$ cat src/rtl/display_readback.sv
// rtl/display_readback.sv - 7-segment scan bus readback: debounced per-position code recovery.
// Optional dp-insensitive decode when READBACK_DP_MASK_EN is defined.
module display_readback #(
  parameter int DIGITS        = 4,
  parameter int STABLE_CYCLES = 3,
  parameter int CNT_W         = 2
) (
  input  logic                  Clock,
  input  logic                  Reset,
  input  logic [DIGITS-1:0]     Anodes,
  input  logic [7:0]            Cathodes,
  input  logic                  ClearError,
  output logic [4*DIGITS-1:0]   Codes,
  output logic                  FrameValid,
  output logic                  BadPattern
);

  localparam logic [CNT_W-1:0] STABLE   = CNT_W'(STABLE_CYCLES);
  localparam logic [3:0]       CODE_BAD = 4'hE;

  logic [DIGITS-1:0]   anodes_q, anodes_prev_q;
  logic [7:0]          cathodes_q, cathodes_prev_q;
  logic [CNT_W-1:0]    cnt_q, cnt_d;
  logic [DIGITS-1:0]   seen_q, seen_d, seen_new;
  logic [4*DIGITS-1:0] codes_q, codes_d;
  logic                fv_q, fv_d;
  logic                bad_q, bad_d;
  logic                same, commit;
  logic [3:0]          code;

  // Exact table first; with masking enabled, a dp-only difference falls back to the
  // [7:1] match, so 01001000 stays S. rather than 5-with-dp.
  function automatic logic [3:0] decode(input logic [7:0] c);
    logic [3:0] r;
    case (c)
      8'b00000011: r = 4'd0;
      8'b10011111: r = 4'd1;
      8'b00100101: r = 4'd2;
      8'b00001101: r = 4'd3;
      8'b10011001: r = 4'd4;
      8'b01001001: r = 4'd5;
      8'b01000001: r = 4'd6;
      8'b00011111: r = 4'd7;
      8'b00000001: r = 4'd8;
      8'b01110000: r = 4'd9;
      8'b01100000: r = 4'd10;
      8'b01001000: r = 4'd11;
      8'b11111111: r = 4'd15;
      default: begin
`ifdef READBACK_DP_MASK_EN
        case (c[7:1])
          7'b0000001: r = 4'd0;
          7'b1001111: r = 4'd1;
          7'b0010010: r = 4'd2;
          7'b0000110: r = 4'd3;
          7'b1001100: r = 4'd4;
          7'b0100000: r = 4'd6;
          7'b0001111: r = 4'd7;
          7'b0000000: r = 4'd8;
          7'b0111000: r = 4'd9;
          7'b0110000: r = 4'd10;
          7'b1111111: r = 4'd15;
          default:    r = CODE_BAD;
        endcase
`else
        r = CODE_BAD;
`endif
      end
    endcase
    return r;
  endfunction

  always_comb begin
    same     = (anodes_q == anodes_prev_q) && (cathodes_q == cathodes_prev_q);
    cnt_d    = !same ? CNT_W'(1) : ((cnt_q == STABLE) ? cnt_q : cnt_q + CNT_W'(1));
    commit   = (cnt_d == STABLE) && ((cnt_q != STABLE) || !same) && $onehot(~anodes_q);
    code     = decode(cathodes_q);
    seen_new = seen_q | ~anodes_q;
    codes_d  = codes_q;
    seen_d   = seen_q;
    fv_d     = 1'b0;
    bad_d    = bad_q & ~ClearError;
    if (commit) begin
      for (int i = 0; i < DIGITS; i++) begin
        if (!anodes_q[i]) codes_d[4*i +: 4] = code;
      end
      if (code == CODE_BAD) bad_d = 1'b1;
      if (&seen_new) begin
        fv_d   = 1'b1;
        seen_d = '0;
      end else begin
        seen_d = seen_new;
      end
    end
  end

  always_ff @(posedge Clock or negedge Reset) begin
    if (!Reset) begin
      anodes_q        <= '1;
      anodes_prev_q   <= '1;
      cathodes_q      <= '1;
      cathodes_prev_q <= '1;
      cnt_q           <= '0;
      seen_q          <= '0;
      codes_q         <= '1;
      fv_q            <= 1'b0;
      bad_q           <= 1'b0;
    end else begin
      anodes_q        <= Anodes;
      anodes_prev_q   <= anodes_q;
      cathodes_q      <= Cathodes;
      cathodes_prev_q <= cathodes_q;
      cnt_q           <= cnt_d;
      seen_q          <= seen_d;
      codes_q         <= codes_d;
      fv_q            <= fv_d;
      bad_q           <= bad_d;
    end
  end

  assign Codes      = codes_q;
  assign FrameValid = fv_q;
  assign BadPattern = bad_q;

endmodule

$ cat config.mk
export PLATFORM = sky130hd
export DESIGN_NAME = display_readback
export DESIGN_NICKNAME = d
export VERILOG_FILES = /design/src/rtl/display_readback.sv
export SDC_FILE = /design/constraint.sdc
export NUM_CORES = 1
export LEC_CHECK = 0
export ABC_AREA = 1
export CORE_MARGIN = 1
export CORE_UTILIZATION = 54
export CTS_CLUSTER_SIZE = 30
export DETAILED_ROUTE_END_ITERATION = 10
export PLACE_DENSITY = 0.79
export REMOVE_ABC_BUFFERS = 1
export SYNTH_ARGS = -nofsm -noshare
export SYNTH_HDL_FRONTEND = slang
export SYNTH_SLANG_ARGS = --single-unit
$ cat constraint.sdc
create_clock -name Clock -period 3.3 [get_ports Clock]
set_input_delay 0.66 -clock Clock [delete_from_list [all_inputs] [get_ports Clock]]
set_output_delay 0.66 -clock Clock [all_outputs]
set_load 0.05 [all_outputs]
Word-level counts from Yosys, hierarchy flattened
Cells that the tools add are included.

operators by class
  $add $sub $neg = 4
  $mul = 0
  div/mod/pow operators = 0
  $lt $le $gt $ge = 0
  equality and inequality tests = 20
  shift-type cells = 0
  mux-type cells = 8
  bitwise gates (word level) = 8
  reduce and logical (&&, ||, !) cells = 10

operators with widths
  operator                                                         number
  4-bit case mux with 13 select lines                              1
  8-bit by 7-bit == test with 1-bit output, second input constant  5
  8-bit == test, second input constant                             3
  8-bit by 1-bit == test with 1-bit output, second input constant  1
  8-bit by 2-bit == test with 1-bit output, second input constant  1
  8-bit by 4-bit == test with 1-bit output, second input constant  1
  8-bit by 5-bit == test with 1-bit output, second input constant  1
  8-bit by 6-bit == test with 1-bit output, second input constant  1
  8-bit == test                                                    1
  2-bit AND reduction                                              4
  1-bit NOT                                                        5
  1-bit by 1-bit adder with 2-bit output                           2
  2-bit == test, second input constant                             2
  4-bit == test                                                    1
  4-bit == test, second input constant                             1
  1-bit 2-to-1 mux                                                 4
  2-bit 2-to-1 mux                                                 2
  4-bit 2-to-1 mux                                                 1
  4-bit NOT                                                        1
  4-bit OR                                                         1
  4-bit AND reduction                                              1
  2-bit by 2-bit adder with 3-bit output                           1
  3-bit by 1-bit == test with 1-bit output, second input constant  1
  1-bit logical AND                                                3
  5 further kinds                                                  5

storage, ports and cells
  register bits after elaboration = 48
  bits in latches = 0
  RAM bits = 0
  bits in read-only memories = 0
  input bits = 15
  word-level logic and storage cells = 62
  memories kept = 0

Logic depth before layout (Yosys ltp)
Gate-level depths: netlist of the first run.

  depth after elaboration = 7
  mapped depth = 13
  mapped depth without buffers = 11

Worst setup path after synthesis of the first run
No wires, ideal clock.

  path kind = register to register
  from = register anodes_q[1]
  to = register seen_q[3]
  setup time = 126 ps
  arrival = 2242 ps
  data required time = 3174 ps
  slack = 932 ps
  cell stages (with the launch flop) = 11
  path buffers = 0
  cell sequence = dfstp_2 fa_1 inv_1 ha_1 ha_1 nor3_1 nand3_1 inv_1 nand2_1 nor2_4 a21oi_1

between the ends
  word-level cells in the longest chain between the ends = 6
  elaborated cells between the ends (all ways) = 15
  classes of those cells = add/sub: 2; eq/ne: 3; mux: 2; bitwise: 2; reduce/logical: 6

RTL lines
  element                                                                                         line  RTL
  start: declaration                                                                              21    logic [DIGITS-1:0] anodes_q, anodes_prev_q;
  start signal: assignment                                                                        109   anodes_q <= Anodes;
  parallel branches: the longest is 6 deep, another holds 2-bit by 2-bit adder with 3-bit output  --
  end signal: assignment                                                                          114   seen_q <= seen_d;
  end: declaration                                                                                24    logic [DIGITS-1:0] seen_q, seen_d, seen_new;

Several ways; the timed one is not identified.
A chain may end at the register's enable or synchronous reset.

Final worst setup path of the first run
  from = register anodes_q[3]
  to = register codes_q[12], in the netlist Codes[12]

between the ends
  word-level cells in the longest chain between the ends = 7
  elaborated cells between the ends (all ways) = 14
  classes of those cells = add/sub: 2; eq/ne: 3; mux: 1; bitwise: 2; reduce/logical: 6

RTL lines
  element                                                                                         line  RTL
  parallel branches: the longest is 6 deep, another holds 2-bit by 2-bit adder with 3-bit output  --
  2-bit AND reduction (no line) (*)                                                               --
  end signal: assignment                                                                          115   codes_q <= codes_d;
  end: declaration                                                                                25    logic [4*DIGITS-1:0] codes_q, codes_d;

Every way passes the cells marked *.

==> key figures, run 1 <==
Outcome
  – Status: finished clean

Setup path
  – R2r setup slk: 0.59 ns
  – Critical Path Fanout Max: 6
  – Reg2reg end: Codes[12]
  – Endpoint type of the worst setup path: register
  – Reg2reg start: anodes_q[3]
  – CP max stage cell: dfstp_2
  – CP startpoint kind: register
  – Worst-path cell chain: fa_1 > inv_1 > ha_1 > ha_1 > nor3_1 > nand3_1 > inv_1 > nand3_1 > nand2_1 > nand2_1 > inv_1
  – CP Data Arrival Time: 2.95 ns
  – Most Frequent Cell on Critical Path: inv_1
  – Buf+Inv Stages, Crit Path: 3
  – Worst setup startpoint: anodes_q[3]
  – Setup crit end: Codes[12]
  – Critical path required time: 3.54 ns
  – Worst Reg2Reg Path Length in Cells: 11
  – WS Path Type: reg2reg
  – WP depth: 11
  – Worst path top cell family by delay: simple AND/OR/NAND/NOR gates
  – CP peak stage delay: 0.61 ns

Clock tree
  – Clock Tree Buf Depth: 2
  – Root buf cell: clkbuf_8
  – Post-CTS setup buffer count: 0
  – H-Tree Depth: 2
  – CTS Hold Bufs: 0
  – Clock slew at reported path FFs: 0.09 ns
  – Num CTS Buffers: 5
  – # clock sinks: 48
  – Worst skew pair latency: 0.29 ns
  – Clock tree from TritonCTS: built
  – Post-cts sizing count: 0

Synthesis
  – Largest family of logic cells by synthesized area: simple AND/OR/NAND/NOR gates
  – Simple-gate share of the synthesized area: 34.9%
  – Adder-Cell Fraction of Synth Area: 1.86%
  – Compound-Gate Fraction of Synth Area: 1.40%
  – Register area share after synthesis: 51.7%
  – Synth unique cells: 23
  – Post-Synthesis Cells: 312
  – Post-synthesis mux area share: 0%
  – Cell area after synthesis: 2420 µm²
  – Register bit count reported by yosys: 48
  – Synth Warn #: 0
  – Xor and xnor area share after synthesis: 1.09%
  – Avg Inst Size Synth: 7.75 µm²

Pwr
  – Pwr/cell area: 380 nW/µm²
  – Peak VDD IR: 0.270 mV
  – Combinational power share: 8.8%
  – Switching part of the total: 24.3%
  – Seq pwr share: 58.2%
  – Clk pwr share: 33.0%
  – Leak Pwr: 1.46 nW
  – P_int: 0.825 mW
  – P_sw: 0.265 mW

Job
  – Max_cap viols: 0

Place
  – DP HPWL: 3390 µm
  – GP Congestion: 0.881
  – Number of port buffers: 32
  – Inst Count DP: 391

Timing
  – Final clock skew: 0.00430 ns
  – Tcrit/Tclk final: 82.0%
  – Final min period: 2.71 ns
  – Unrepaired setup endpoints after global routing: false
  – Rel. slew slack: 33.9%
  – Fmax: 0.369 GHz
  – Slew @ Worst Pin: 0.991 ns
  – Max Slew Vio Count: 0
  – Final hold vios: 0
  – Setup TNS: 0 ns
  – Final setup violation count: 0

Route
  – Routed via count: 1956
  – Drt total wl: 4590 µm
  – Routed len/inst: 11.5 µm
  – Drt first-iter violations: 134
  – DRC violations left: 0
  – Router iterations before antenna repair: 4
  – Via-per-instance ratio: 4.90
  – Post-DRT Antenna Nets: 0

Floorplan
  – Initial Util: 58.4%
  – # rows: 23
  – # IOs: 33
  – Core region area: 4140 µm²
  – Die Span Y: 68.9 µm
  – DIE AREA: 4750 µm²
  – Die span in x: 68.9 µm

Layout
  – Filler Cell Count: 340
  – Area growth syn-to-layout: 18.6%
  – Nets: 366
  – Commonest non-fill, non-tap cell in the layout: nand2_1
  – Fin util: 69.2%
  – Fin cells: 399
  – Share of layout cells above drive strength 1: 18.1%
  – Footprint of the multi-input gates: 950 µm²
  – Total area of sequential cells: 1250 µm²
  – Diode count: 0
  – Most frequent cells in the layout: nand2_1, inv_1, dfstp_2

GRT
  – Number of antenna violations at the first check in global routing: 0
  – Overall Global Routing Usage: 22.0%
  – Number of global-route vias before repair: 1764
  – Largest net degree at the start of global routing: 49
  – Overflow after GRT: 0
  – First-pass GRT wire length: 7700 µm

Worst hold path
  – Hold Crit Class: reg2reg
==> area by class of cell <==
class	instances	share of cell area, %
sequential	48	43.6
multi-input combinational	209	33.1
timing repair buffer	32	11.0
inverter	52	6.81
clock buffer	7	3.01
tap	50	2.18
clock inverter	1	0.262
==> cell usage after synthesis, drive strengths merged <==
cell type  count  area share [%]
a21oi          5             1.0
buf            2            0.78
clkbuf         1            0.16
dfrtp          8             8.3
dfstp         40              43
fa             1            0.83
ha             2             1.0
inv           52             8.1
nand2        130              20
nand3         18             4.3
nand4          9             2.6
nor2          37             6.8
nor3           1            0.21
nor3b          1            0.31
nor4           1            0.52
o2111ai        1            0.36
xnor2          3             1.1
==> worst reg2reg max path, stage by stage, from the launching register on <==
cell and delay [ns]:
dfstp_2 0.61, fa_1 0.43, inv_1 0.08, ha_1 0.15, ha_1 0.25, nor3_1 0.34, nand3_1 0.17, inv_1 0.20
nand3_1 0.20, nand2_1 0.12, nand2_1 0.06, inv_1 0.06
==> stage by stage <==
stage | hold WS [ns] | area (µm²) | total power, mW | setup WS [ns]
floorplan | 0.364 | 2400 | 0.695 | 0.914
global placement | 0.376 | 2770 | 0.735 | 0.715
detailed placement | 0.376 | 2770 | 0.739 | 0.638
CTS | 0.389 | 2870 | 1.10 | 0.609
global route | 0.398 | 2870 | 1.14 | 0.336
finish | 0.387 | 2870 | 1.09 | 0.592
==> registers in the layout, summed over array words and instances (netlist names) <==
name and count:
cnt_q 2, anodes_q 4, cathodes_q 8, seen_q 4
Codes 16, cathodes_prev_q 8, anodes_prev_q 4, FrameValid 1
BadPattern 1
==> worst min-delay path by stage <==
stage,from,end,slack (ns),cells past startpoint
floorplan,Reset,BadPattern,0.36,0
global placement,cathodes_q[2],cathodes_prev_q[2],0.38,0
detailed placement,cathodes_q[2],cathodes_prev_q[2],0.38,0
CTS,cathodes_q[2],cathodes_prev_q[2],0.39,0
global route,cathodes_q[2],cathodes_prev_q[2],0.40,0
finish,cathodes_q[2],cathodes_prev_q[2],0.39,0
==> per-layer routing <==
metal | track usage [%] | part of all wire [%] | vias up
li1 | - | - | 1011
met1 | 31.3 | 49 | 878
met2 | 33.5 | 44 | 63
met4 | 5.36 | 0.55 | 0
met5 | 0 | 0 | -
met3 | 5.43 | 6.8 | 4
==> cells by family after synthesis <==
group           Yosys count
compound gates            6
xor+xnor                  3
fa+ha+maj                 3
buf+inv                  55
flops                    48
simple gates            197
==> power by group through the flow <==
stage | combinational, mW | sequential (mW) | clock, mW
6_report | 0.0958 | 0.634 | 0.360
5_1_grt | 0.110 | 0.638 | 0.393
4_1_cts | 0.0961 | 0.634 | 0.372
3_5_place_dp | 0.0954 | 0.644 | 0
3_3_place_gp | 0.0926 | 0.642 | 0
2_1_floorplan | 0.0558 | 0.639 | 0
Note: power is estimated with default switching activity, not from simulation.
==> inputs of run 2 (changes only) <==
- clock period: 3.3 -> 2.7 ns (I/O delays scaled with it)
==> key figures, run 2 (synthesis gave the netlist of run 1 again) <==
GRT
  – Overall Global Routing Usage: 22.9%
  – Number of antenna violations at the first check in global routing: 0
  – Overflow after GRT: 0
  – Largest net degree at the start of global routing: 40
  – First-pass GRT wire length: 7850 µm
  – Number of global-route vias before repair: 1793

Pwr
  – Leak Pwr: 1.47 nW
  – Peak VDD IR: 0.288 mV
  – Pwr/cell area: 462 nW/µm²

Clock tree
  – Num CTS Buffers: 5
  – Root buf cell: clkbuf_8
  – Post-CTS setup buffer count: 0
  – H-Tree Depth: 2
  – Clock slew at reported path FFs: 0.09 ns
  – Clock tree from TritonCTS: built
  – Worst skew pair latency: 0.30 ns
  – # clock sinks: 48
  – Clock Tree Buf Depth: 2

Route
  – Drt total wl: 4650 µm
  – Router iterations before antenna repair: 4
  – DRC violations left: 0
  – Post-DRT Antenna Nets: 0
  – Routed len/inst: 11.6 µm
  – Drt first-iter violations: 104
  – Routed via count: 1971
  – Via-per-instance ratio: 4.90

Timing
  – Final clock skew: 0.00616 ns
  – Final min period: 2.52 ns
  – Final setup violation count: 0
  – Max Slew Vio Count: 0
  – Rel. slew slack: 44.6%
  – Tcrit/Tclk final: 93.3%
  – Fmax: 0.397 GHz
  – Final hold vios: 0
  – Slew @ Worst Pin: 0.832 ns
  – Final hold slack: 0.340 ns

Job
  – Max_cap viols: 0

Layout
  – Commonest non-fill, non-tap cell in the layout: nand2_1
  – Area growth syn-to-layout: 19.7%
  – Most frequent cells in the layout: nand2_1, inv_1, dfstp_2
  – Diode count: 0
  – Final instance area: 2900 µm²
  – Fin util: 69.9%
  – Max FFs per register: 16
  – Nets: 369
  – Share of layout cells above drive strength 1: 19.0%

Setup path
  – Worst Reg2Reg Path Length in Cells: 10
  – Reg2reg start: anodes_q[1]
  – R2r setup slk: 0.18 ns
  – Critical path required time: 2.89 ns
  – CP Data Arrival Time: 2.71 ns
  – Setup crit end: seen_q[3]
  – CP startpoint kind: register
  – Reg2reg end: seen_q[3]
  – Worst setup startpoint: anodes_q[1]
  – Critical Path Fanout Max: 6
  – Endpoint type of the worst setup path: register
  – Worst-path cell chain: fa_1 > inv_1 > ha_1 > ha_1 > nor3_2 > nand3_1 > inv_1 > nand2_1 > nor2_4 > a21oi_1
  – WS Path Type: reg2reg
  – CP peak stage delay: 0.61 ns
  – CP max stage cell: dfstp_2

Floorplan
  – DIE AREA: 4750 µm²
  – Die span in x: 68.9 µm
  – Initial Util: 58.4%
  – Die Span Y: 68.9 µm
  – # IOs: 33
  – Core region area: 4140 µm²
  – # rows: 23

Place
  – Number of port buffers: 32
  – DP HPWL: 3480 µm
  – GP Congestion: 0.860
  – Cell Area, Placed: 2800 µm²

Outcome
  – Status: finished clean

Worst hold path
  – Hold Crit Class: in2async
[run 2: critical path, delay by kind of cell, from the launching register on]
family,cells,cell delay [ns]
buffers and inverters,2,0.26
AO/OA/AOI/OAI,1,0.06
adder cells (fa/ha/maj),3,0.83
AND/OR/NAND/NOR,4,0.66
flip-flops,1,0.61
[run 2: worst min-delay path by stage]
stage / start / end / slack, ns / depth (start not counted)
floorplan: Reset / BadPattern / 0.24 / 0
global placement: cathodes_q[2] / cathodes_prev_q[2] / 0.38 / 0
detailed placement: cathodes_q[2] / cathodes_prev_q[2] / 0.38 / 0
CTS: Reset / BadPattern / 0.35 / 1
global route: Reset / BadPattern / 0.39 / 1
finish: Reset / cnt_q[1] / 0.34 / 1
[run 2: cell type report]
| cell class | count | area (µm²) |
|---|---|---|
| sequential | 48 | 1250 |
| timing repair buffer | 35 | 338 |
| fill | 356 | 1250 |
| tap | 50 | 62.6 |
| clock buffer | 7 | 86.3 |
| multi-input combinational | 209 | 955 |
| clock inverter | 1 | 7.51 |
| inverter | 52 | 195 |
[run 2: routing by layer]
layer,track usage (%),vias to the layer above,part of all wire (%)
li1,-,1014,-
met1,31.4,910,50
met3,5.76,8,4.0
met2,35.7,39,45
met5,0,-,0
met4,6.89,0,1.3
[run 2: per-stage QoR]
stage          cells  setup TNS, ns  worst slack (ns)  power (mW)
2_1_floorplan    309              0             0.314       0.850
3_3_place_gp     394              0             0.217       0.899
3_5_place_dp     394              0             0.107       0.905
4_1_cts          402              0            0.0992        1.36
5_1_grt          402        -0.0155           -0.0109        1.40
6_report         402              0             0.182        1.34
[run 2: where the power goes]
| part | switching [mW] | internal, mW |
|---|---|---|
| Sequential | 0.0217 | 0.754 |
| Combinational | 0.0716 | 0.0485 |
| Clock | 0.234 | 0.208 |
[run 2: repair_timing]
item	CTS	global route
gates resized for setup	0	1
setup endpoints to repair	0	12
hold buffers	0	0
==> inputs of run 3 (changes only) <==
- CORE_ASPECT_RATIO: default -> 0.9
- REMOVE_ABC_BUFFERS: 1 -> default
==> key figures, run 3 (synthesis gave the netlist of run 1 again) <==
Place
  – Number of port buffers: 32
  – Inst Count DP: 403
  – GP Congestion: 0.909
  – DP HPWL: 3590 µm
  – Cell Area, Placed: 2810 µm²

Clock tree
  – Worst skew pair latency: 0.30 ns
  – Clock Tree Buf Depth: 2
  – Root buf cell: clkbuf_8
  – H-Tree Depth: 2
  – Clock slew at reported path FFs: 0.08 ns
  – Num CTS Buffers: 5
  – Clock tree from TritonCTS: built
  – # clock sinks: 48

Floorplan
  – Die Span Y: 65.5 µm
  – Core region area: 4180 µm²
  – # rows: 22
  – # IOs: 33
  – Die span in x: 72.5 µm
  – DIE AREA: 4750 µm²
  – Initial Util: 57.8%

Setup path
  – CP Data Arrival Time: 2.81 ns
  – Critical path required time: 2.95 ns
  – WS Path Type: reg2reg
  – Critical Path Fanout Max: 6
  – Endpoint type of the worst setup path: register
  – CP startpoint kind: register

Timing
  – Final hold vios: 0
  – Final setup violation count: 0
  – Tcrit/Tclk final: 95.0%
  – Final min period: 2.56 ns
  – Final clock skew: 0.00605 ns
  – Rel. slew slack: 66.4%
  – Max Slew Vio Count: 0
  – Fmax: 0.390 GHz
  – Unrepaired setup endpoints after global routing: false
  – Slew @ Worst Pin: 0.502 ns
  – Setup TNS: 0 ns

Layout
  – Max FFs per register: 16
  – Area growth syn-to-layout: 21.0%
  – Nets: 368
  – Fin cells: 411
  – Diode count: 0
  – Commonest non-fill, non-tap cell in the layout: nand2_1
  – Share of layout cells above drive strength 1: 18.5%
  – Final instance area: 2930 µm²
  – Most frequent cells in the layout: nand2_1, inv_1, dfstp_2

Pwr
  – Peak VDD IR: 0.363 mV
  – Pwr/cell area: 478 nW/µm²
  – Leak Pwr: 1.48 nW

GRT
  – First-pass GRT wire length: 7950 µm
  – Largest net degree at the start of global routing: 29
  – Overflow after GRT: 0
  – Number of antenna violations at the first check in global routing: 0
  – Number of global-route vias before repair: 1764
  – Overall Global Routing Usage: 22.4%

Outcome
  – Status: finished clean

Route
  – Routed len/inst: 11.6 µm
  – Routed via count: 1975
  – Via-per-instance ratio: 4.81
  – Post-DRT Antenna Nets: 0
  – Drt first-iter violations: 156
  – Router iterations before antenna repair: 5
  – Drt total wl: 4750 µm
  – DRC violations left: 0

Job
  – Max_cap viols: 0

Synthesis
  – Synthesized Nets: 330

Worst hold path
  – Hold Crit Class: in2async
-- run 3: path summary, 6_finish.rpt --
| kind | startpoint | endpoint | slack, ns | cells past startpoint |
|---|---|---|---|---|
| max | anodes_q[1] | Codes[13] | 0.14 | 11 |
| min | Reset | FrameValid | 0.18 | 1 |
| max reg2reg | anodes_q[1] | Codes[13] | 0.14 | 11 |
| min reg2reg | cathodes_q[2] | cathodes_prev_q[2] | 0.39 | 0 |
| max in group asynchronous | Reset | cathodes_q[7] | 1.95 | 2 |
| min in group Clock | cathodes_q[2] | cathodes_prev_q[2] | 0.39 | 0 |
-- run 3: repair_timing --
action | 4_1_cts | 5_1_grt
resized for setup | 0 | 1
endpoints found under the setup margin | 0 | 12
setup buffers | 0 | 0
hold buffers | 0 | 0
-- run 3: stage by stage --
| stage | worst slack [ns] | utilization [%] | hold WS (ns) | total power, mW |
|---|---|---|---|---|
| floorplan | 0.332 | - | 0.244 | 0.851 |
| global placement | 0.217 | 67.3 | 0.376 | 0.900 |
| detailed placement | 0.106 | 67.3 | 0.376 | 0.907 |
| CTS | 0.0777 | 69.8 | 0.191 | 1.41 |
| global route | 0.0214 | 69.9 | 0.208 | 1.46 |
| finish | 0.136 | 69.9 | 0.184 | 1.40 |
-- run 3: critical path: stages, from the launching register on --
cell and delay [ns]:
dfstp_2 0.61, fa_1 0.43, inv_1 0.08, ha_1 0.15, ha_1 0.26, nor3_2 0.25, nand3_1 0.14, inv_1 0.20
nand3_1 0.19, inv_1 0.11, nand2_1 0.05, nand2_1 0.06
-- run 3: area by class of cell --
type / instances / area [µm²]
Fill cell: 367 / 1260
Sequential cell: 48 / 1250
Tap cell: 60 / 75.1
Inverter: 52 / 195
Clock buffer: 7 / 76.3
Timing Repair Buffer: 34 / 343
Clock inverter: 1 / 30.0
Multi-Input combinational cell: 209 / 955
-- run 3: power by group --
| part | switching, mW | leakage [nW] | total, mW | internal, mW |
|---|---|---|---|---|
| Clock | 0.225 | 0.0524 | 0.502 | 0.277 |
| Sequential | 0.0206 | 0.524 | 0.774 | 0.754 |
| Combinational | 0.0734 | 0.906 | 0.123 | 0.0499 |
-- run 3: per-layer routing --
metal	routed length, µm	GRT usage, %	share of wire [%]
met1	2230	30.7	47
met2	2120	34.5	45
met3	324	5.98	6.8
met4	81	7.84	1.7
met5	0	0	0
